===== src/rtl/seq_mult_ctl.sv =====
// Sequential shift-add multiplier with an integrated start/busy/done control FSM.
// Signed operands are converted to magnitudes before the loop and the sign is
// reapplied to the product at the end. This keeps the iteration loop purely unsigned.
// Latency from start acceptance to done is WIDTH+1 cycles. A new start is
// accepted in the cycle where done is high.
module seq_mult_ctl #(
  parameter int WIDTH = 4,
  parameter int CNT_W = 5
) (
  input  logic                 clk,
  input  logic                 reset,
  input  logic                 start,
  input  logic                 sgn,
  input  logic [WIDTH-1:0]     da,
  input  logic [WIDTH-1:0]     db,
  output logic                 busy,
  output logic                 done,
  output logic [2*WIDTH-1:0]   p
);

  typedef enum logic [1:0] {
    IDLE = 2'd0,
    RUN  = 2'd1,
    FIN  = 2'd2
  } state_t;

  state_t               state;
  state_t               state_nxt;
  logic [CNT_W-1:0]     cnt;
  logic [WIDTH-1:0]     mcand;
  logic [WIDTH-1:0]     mplier;
  logic [2*WIDTH-1:0]   acc;
  logic                 neg;
  logic [WIDTH:0]       sum;
  logic [WIDTH-1:0]     mag_a;
  logic [WIDTH-1:0]     mag_b;

  // Operand magnitudes; -(-2**(WIDTH-1)) wraps to 2**(WIDTH-1), which is exact as unsigned.
  always_comb begin
    mag_a = (sgn && da[WIDTH-1]) ? -da : da;
    mag_b = (sgn && db[WIDTH-1]) ? -db : db;
  end

  // One iteration: conditionally add the multiplicand into the upper half, carry kept.
  always_comb begin
    sum = {1'b0, acc[2*WIDTH-1:WIDTH]} + (mplier[0] ? {1'b0, mcand} : '0);
  end

  // State register.
  // NOTE: sequential state uses non-blocking (<=) so every flop samples pre-edge values.
  always_ff @(posedge clk or posedge reset) begin
    if (reset) state <= IDLE;
    else       state <= state_nxt;
  end

  // Next-state decode.
  always_comb begin
    // NOTE: default first so every path assigns state_nxt and no latch is inferred.
    state_nxt = state;
    unique case (state)
      IDLE:    if (start) state_nxt = RUN;
      RUN:     if (cnt == CNT_W'(1)) state_nxt = FIN;
      FIN:     state_nxt = IDLE;
      default: state_nxt = IDLE;
    endcase
  end

  // Busy is decoded directly from the state.
  assign busy = (state != IDLE);

  // Datapath: operand capture, shift-add loop, sign fix-up and registered outputs.
  always_ff @(posedge clk or posedge reset) begin
    if (reset) begin
      cnt    <= '0;
      mcand  <= '0;
      mplier <= '0;
      acc    <= '0;
      neg    <= 1'b0;
      p      <= '0;
      done   <= 1'b0;
    end else begin
      done <= 1'b0;
      unique case (state)
        IDLE: begin
          if (start) begin
            mcand  <= mag_a;
            mplier <= mag_b;
            neg    <= sgn & (da[WIDTH-1] ^ db[WIDTH-1]);
            acc    <= '0;
            cnt    <= CNT_W'(WIDTH);
          end
        end
        RUN: begin
          acc    <= {sum, acc[WIDTH-1:1]};
          mplier <= mplier >> 1;
          cnt    <= cnt - 1'b1;
        end
        FIN: begin
          p    <= neg ? -acc : acc;
          done <= 1'b1;
        end
        default: ;
      endcase
    end
  end

endmodule


===== config.mk =====
export PLATFORM = sky130hd
export DESIGN_NAME = seq_mult_ctl
export DESIGN_NICKNAME = d
export VERILOG_FILES = /design/src/rtl/seq_mult_ctl.sv
export SDC_FILE = /design/constraint.sdc
export NUM_CORES = 1
export LEC_CHECK = 0
export CORE_ASPECT_RATIO = 1.1
export CORE_MARGIN = 2
export CORE_UTILIZATION = 49
export CTS_CLUSTER_DIAMETER = 150
export DETAILED_ROUTE_END_ITERATION = 10
export HOLD_SLACK_MARGIN = 0.05
export PLACE_DENSITY = 0.84
export SETUP_SLACK_MARGIN = 0.15
export SYNTH_ARGS = -nofsm -noshare
export SYNTH_HDL_FRONTEND = slang
export SYNTH_SLANG_ARGS = --single-unit

===== constraint.sdc =====
create_clock -name clk -period 1.5 [get_ports clk]
set_clock_uncertainty 0.15 [all_clocks]
set_input_delay 0.225 -clock clk [delete_from_list [all_inputs] [get_ports clk]]
set_output_delay 0.225 -clock clk [all_outputs]
set_load 0.005 [all_outputs]

==> flow_summary.json, run 1 <==
{
  "port_buffers": 21,
  "clk_pin_slew_ns": 0.11,
  "cts_root_buf": "clkbuf_4",
  "die_h_um": 66.1,
  "rsz0062_at_grt": "true",
  "endpoint_kind": "flop",
  "insertedDiodeCount": 0,
  "syn_nets": 202,
  "setup_tns_ns": -3.00,
  "ys_seq_area_share_pct": 48.1,
  "synth_area_mm2": 0.00172,
  "chipWidth_um": 60.4,
  "design.die.area_mm2": 0.00399,
  "nets": 266,
  "insertion_delay_ns": 0.35,
  "r2r_cells": 7,
  "ys_warn_count": 0,
  "grt_pass1_wl_mm": 7.18,
  "cts_sinks": 33,
  "dp_hpwl_mm": 2.36,
  "tightest_slew_ns": 0.439,
  "arrival_ns": 1.94,
  "outcome": "complete, but fails checks",
  "leakagePower_nw": 1.26,
  "finalCritPeriodShare_pct": 125,
  "relSlewSlack_pct": 70.7,
  "grt_pass1_vias": 1608,
  "drive_gt1_share_pct": 47.1,
  "pre_cts_slack_ns": -0.311,
  "synth_area_leader_cell": "dfrtp_1",
  "drt_pass1_iterations": 4,
  "peakVddDrop_mv": 0.990,
  "cts_tree": "built",
  "finalSetupViolCount": 22,
  "clock_path_buffers": 2,
  "crit_required_ns": 1.57,
  "slowest_delay_ns": 0.47,
  "cp_cell_sequence": "nand2_2 -> inv_2 -> ha_4 -> a21o_1 -> a21oi_2 -> xor2_1 -> o21ai_1",
  "netlist_instances": 180,
  "synthDominantCellAreaShare_pct": 48.1,
  "powerDensity_mw_per_mm2": 1950,
  "drtIter0Drc": 94,
  "routed_via_density": 5.44,
  "core_area_mm2": 0.00336,
  "post-route-min-period_ns": 1.87,
  "initial_core_util_pct": 51.1,
  "vias": 1588,
  "htreeDepth": 2,
  "ant_nets": 0,
  "whs_ns": 0.0553,
  "synth.distinct_cells": 32,
  "drcViolationCount": 0,
  "final_area_mm2": 0.00274,
  "grt_max_degree": 34,
  "wl_per_cell_um": 17.1,
  "holdBufCountCts": 0,
  "setup_ws_ns": -0.370,
  "final_hold_viol_count": 0,
  "critPathSlowestCell": "dfrtp_1",
  "avgSynthCellArea_um2": 9.54,
  "synthTopCellsByArea": "dfrtp_1 48%, o21ai_0 7.0%, ha_1 6.6%, nand2_1 6.1%, xnor2_1 3.6%",
  "wl_mm": 5.00,
  "synthToLayoutAreaGrowth_pct": 59.8,
  "drv_cap": 0,
  "post_dp_cell_area_mm2": 0.00217,
  "num_io_pins": 22,
  "fp-row-count": 22,
  "slew_violations": 0,
  "fmax_mhz": 535,
  "gr-total-overflow": 0,
  "synth_seq_cells": 33,
  "worstPathMaxFanout": 4,
  "critical_path_class": "reg -> reg",
  "grt_usage_pct": 25.6,
  "failed_checks": "negative setup slack",
  "antenna_found_initial": 0,
  "fillCellCount": 201,
  "gp_congestion": 0.806,
  "cts_buffers": 5,
  "critPathLaunchType": "flop",
  "holdCritPathClass": "in -> async"
}
[cell families after synthesis]
kind of cell	synth area share [%]
and+or+nand+nor	16.9
muxes	1.75
xor gates and xnor gates	6.12
AOI/OAI and AO/OA	14.4
DFF	48.1
adders and majority gates	7.73
buffers and inverters	4.96
[area by class of cell]
class | count | area [um2] | share of cell area, %
inverters | 13 | 51.3 | 1.87
well taps | 48 | 60.1 | 2.19
repair buffers | 65 | 662 | 24.1
clock buffers | 7 | 55.1 | 2.01
multi-input cells | 126 | 1090 | 39.6
flip-flops and latches | 33 | 830 | 30.2
[routing by layer]
metal | share of wire, % | vias up | wire length, um | track usage (%)
li1 | - | 740 | - | -
met1 | 38 | 772 | 1890 | 24.0
met2 | 55 | 59 | 2730 | 46.3
met3 | 3.8 | 17 | 188 | 7.05
met4 | 3.8 | 0 | 191 | 17.7
met5 | 0 | - | 0 | 0
[state kept, by name (all words and copies together) (netlist names)]
signal and cells:
mplier 4, neg 1, done 1, mcand 4, state 2, p 8
acc 8, cnt 5
[layout by cell type (no fill, tap or decap), types with 3 or more instances in the layout]
cell type and n:
xnor2_1 7, clkbuf_4 5, clkdlybuf4s50_1 11, o21ai_2 9, o21ai_1 16, clkbuf_2 8
xor2_1 5, inv_2 3, nand2_2 5, inv_1 9, mux2i_1 3, ha_1 5
nand2_1 20, nand2_4 3, dfrtp_1 30, nor2_1 5, buf_16 3, dfrtp_2 3
nand3_2 8, and2_4 3, buf_6 9, ha_4 4, buf_4 27, buf_12 4
[report_power, final]
part	internal [W]	switching [W]	total, W
logic	0.00171	0.00143	0.00314
clock network	0.000221	0.000320	0.000541
registers	0.00124	0.000430	0.00167
total	0.00317	0.00218	0.00535
[critical path, delay by kind of cell, from the launching register on]
family                     cells  cell delay, ns
xor gates and xnor gates       1            0.25
AOI/OAI and AO/OA              3            0.52
adders and majority gates      1            0.18
and+or+nand+nor                1            0.09
DFF                            1            0.47
buffers and inverters          1            0.07
[stage by stage]
step,utilization [%],std cells,total power [W]
final,81.7,292,0.00535
after global routing,81.7,292,0.00562
after CTS,76.2,285,0.00454
after detailed placement,64.8,266,0.00337
after global placement,64.8,266,0.00326
after floorplan,-,180,0.00264
[timing repair]
action                                  CTS  global route
endpoints found under the setup margin   38            40
pin swaps                                24            12
endpoints found under the hold margin     0             0
setup buffers                             9             6
cloned                                    3             1
resized for setup                        77            48
[synthesized netlist by cell type]
library cell	number
nor2b_1	3
o41ai_1	1
a21boi_0	3
xnor2_1	7
a21o_1	1
or3b_1	1
nor4_1	1
a22oi_1	2
fa_1	1
nand2b_1	2
o21ai_2	2
nand2_1	28
dfrtp_1	33
o31ai_1	3
nor2_1	5
nor3_1	1
and2_1	5
or2_2	1
o21ai_0	24
o311ai_0	1
inv_1	13
ha_1	9
or4_4	1
nand3_1	10
buf_2	5
clkbuf_1	3
xor2_1	5
mux2i_1	3
a221o_1	1
nor4b_1	1
a21oi_1	3
or4_1	1
[path summary, 6_finish.rpt]
kind | from | slack (ns) | end
max | mplier[0] | -0.37 | acc[6]
min | reset | 0.06 | p[1]
max reg2reg | mplier[0] | -0.37 | acc[6]
min reg2reg | p[4] | 0.34 | p[4]
max in group asynchronous | reset | 0.95 | cnt[2]
min in group clk | p[4] | 0.34 | p[4]
Note: power is estimated with default switching activity, not from simulation.
==> run 2: changes to the inputs <==
==> constraint.sdc (replaced) <==
create_clock -name clk -period 1.5 [get_ports clk]
set_clock_uncertainty 0.15 [all_clocks]
set_input_delay 0.3 -clock clk [delete_from_list [all_inputs] [get_ports clk]]
set_output_delay 0.3 -clock clk [all_outputs]
set_load 0.005 [all_outputs]
==> flow_summary.json, run 2 (synthesis results as in run 1) <==
{
  "cp.depth": 4,
  "critical_path_class": "reg -> reg",
  "drv_cap": 0,
  "reg.largest.list": "acc (8), p (8), cnt (5)",
  "peakVddDrop_mv": 1.16,
  "cp_top_family": "simple AND/OR/NAND/NOR gates",
  "crit_required_ns": 1.61,
  "core_area_mm2": 0.00336,
  "critPathLaunchType": "flop",
  "cts_buffers": 5,
  "worstPathMaxFanout": 4,
  "vias": 1629,
  "cts_tree": "built",
  "drcViolationCount": 0,
  "gr-total-overflow": 0,
  "outcome": "complete, but fails checks",
  "antenna_found_initial": 0,
  "fp-row-count": 22,
  "final_hold_viol_count": 0,
  "post_dp_cell_area_mm2": 0.00217,
  "holdCritPathClass": "in -> async",
  "final_common_cell": "dfrtp_1",
  "arrival_ns": 1.86,
  "critPathSlowestCell": "dfrtp_1",
  "drt_pass1_iterations": 4,
  "dp_hpwl_mm": 2.47,
  "failed_checks": "negative setup slack",
  "leakagePower_nw": 1.33,
  "finalCritPeriodShare_pct": 117,
  "gp_congestion": 0.799,
  "wl_met1_mm": 1.99,
  "insertion_delay_ns": 0.36,
  "rsz0062_at_grt": "true",
  "synthToLayoutAreaGrowth_pct": 64.5,
  "clk_pin_slew_ns": 0.11,
  "whs_ns": 0.126,
  "layout.cells.non_filler": 297,
  "powerDensity_mw_per_mm2": 1940,
  "die_h_um": 66.1,
  "initial_core_util_pct": 51.1,
  "r2r_cells": 4,
  "grt_pass1_vias": 1424,
  "insertedDiodeCount": 0,
  "highest_layer": "met4",
  "clock_path_buffers": 2,
  "finalSetupViolCount": 25,
  "cp_cell_sequence": "buf_6 -> or3b_4 -> and2_4 -> a221o_1",
  "endpoint_kind": "flop",
  "grt_usage_pct": 21.3,
  "post-route-min-period_ns": 1.76,
  "wl_mm": 5.23,
  "placed_cells": 266,
  "htreeDepth": 2,
  "slew_violations": 0,
  "met3WireLength_um": 193,
  "chipWidth_um": 60.4,
  "grt_max_degree": 34,
  "tightest_slew_ns": 0.426,
  "port_buffers": 21,
  "fmax_mhz": 569,
  "p_total_w": 0.00547,
  "drive_gt1_share_pct": 49.8,
  "most-common-layout-cells": "31 x dfrtp_1, 28 x buf_4, 19 x nand2_1",
  "path_buf_inv": 1,
  "design.die.area_mm2": 0.00399,
  "setup_ws_ns": -0.256,
  "nets": 270,
  "slowest_delay_ns": 0.44,
  "fin_util_pct": 84.1,
  "wl_per_cell_um": 17.6,
  "grt_pass1_wl_mm": 6.24,
  "met2WireLength_mm": 2.83,
  "num_io_pins": 22,
  "relSlewSlack_pct": 71.6,
  "cts_sinks": 33,
  "final_area_mm2": 0.00282,
  "ant_nets": 0,
  "cts_root_buf": "clkbuf_4",
  "drtIter0Drc": 77,
  "routed_via_density": 5.48
}
run 2: worst paths after layout:
kind | start | to | slack, ns
min in group clk | p[5] | p[5] | 0.33
hold / removal | reset | p[1] | 0.13
max in group asynchronous | reset | acc[5] | 0.87
hold reg to reg | p[5] | p[5] | 0.33
setup / recovery | state[1] | mplier[0] | -0.26
setup reg to reg | state[1] | mplier[0] | -0.26
run 2: timing repair:
action | 4_1_cts | 5_1_grt
hold buffers | 0 | 0
cloned | 0 | 5
endpoints found under the setup margin | 39 | 33
resized for setup | 77 | 64
buffers inserted | 7 | 11
pin swaps | 15 | 24
run 2: tightest hold or removal path, stage by stage:
cell             delay (ns)
clkdlybuf4s50_1        0.40
inv_1                  0.10
buf_12                 0.21
run 2: where the power goes:
part	internal (W)	total, W	switching [W]
logic	0.00164	0.00306	0.00143
clock network	0.000398	0.000724	0.000326
registers	0.00124	0.00168	0.000441
total	0.00327	0.00547	0.00219
run 2: per-stage QoR:
stage	worst slack [ns]	setup TNS [ns]
2_1_floorplan	-0.0338	-0.154
3_3_place_gp	-0.357	-6.38
3_5_place_dp	-0.368	-6.64
4_1_cts	-0.173	-1.13
5_1_grt	-0.323	-4.82
6_report	-0.256	-3.98
run 2: cell type report:
class	count	area, um2
Timing Repair Buffer	69	681
Fill cell	182	534
Clock inverter	1	30.0
Sequential cell	33	828
Tap cell	48	60.1
Clock buffer	7	55.1
Inverter	13	51.3
Multi-Input combinational cell	126	1120
run 2: per-layer routing:
metal	track usage (%)	vias to the layer above
met4	8.15	0
met5	0	-
met2	39.0	53
li1	-	746
met1	23.6	809
met3	4.11	21
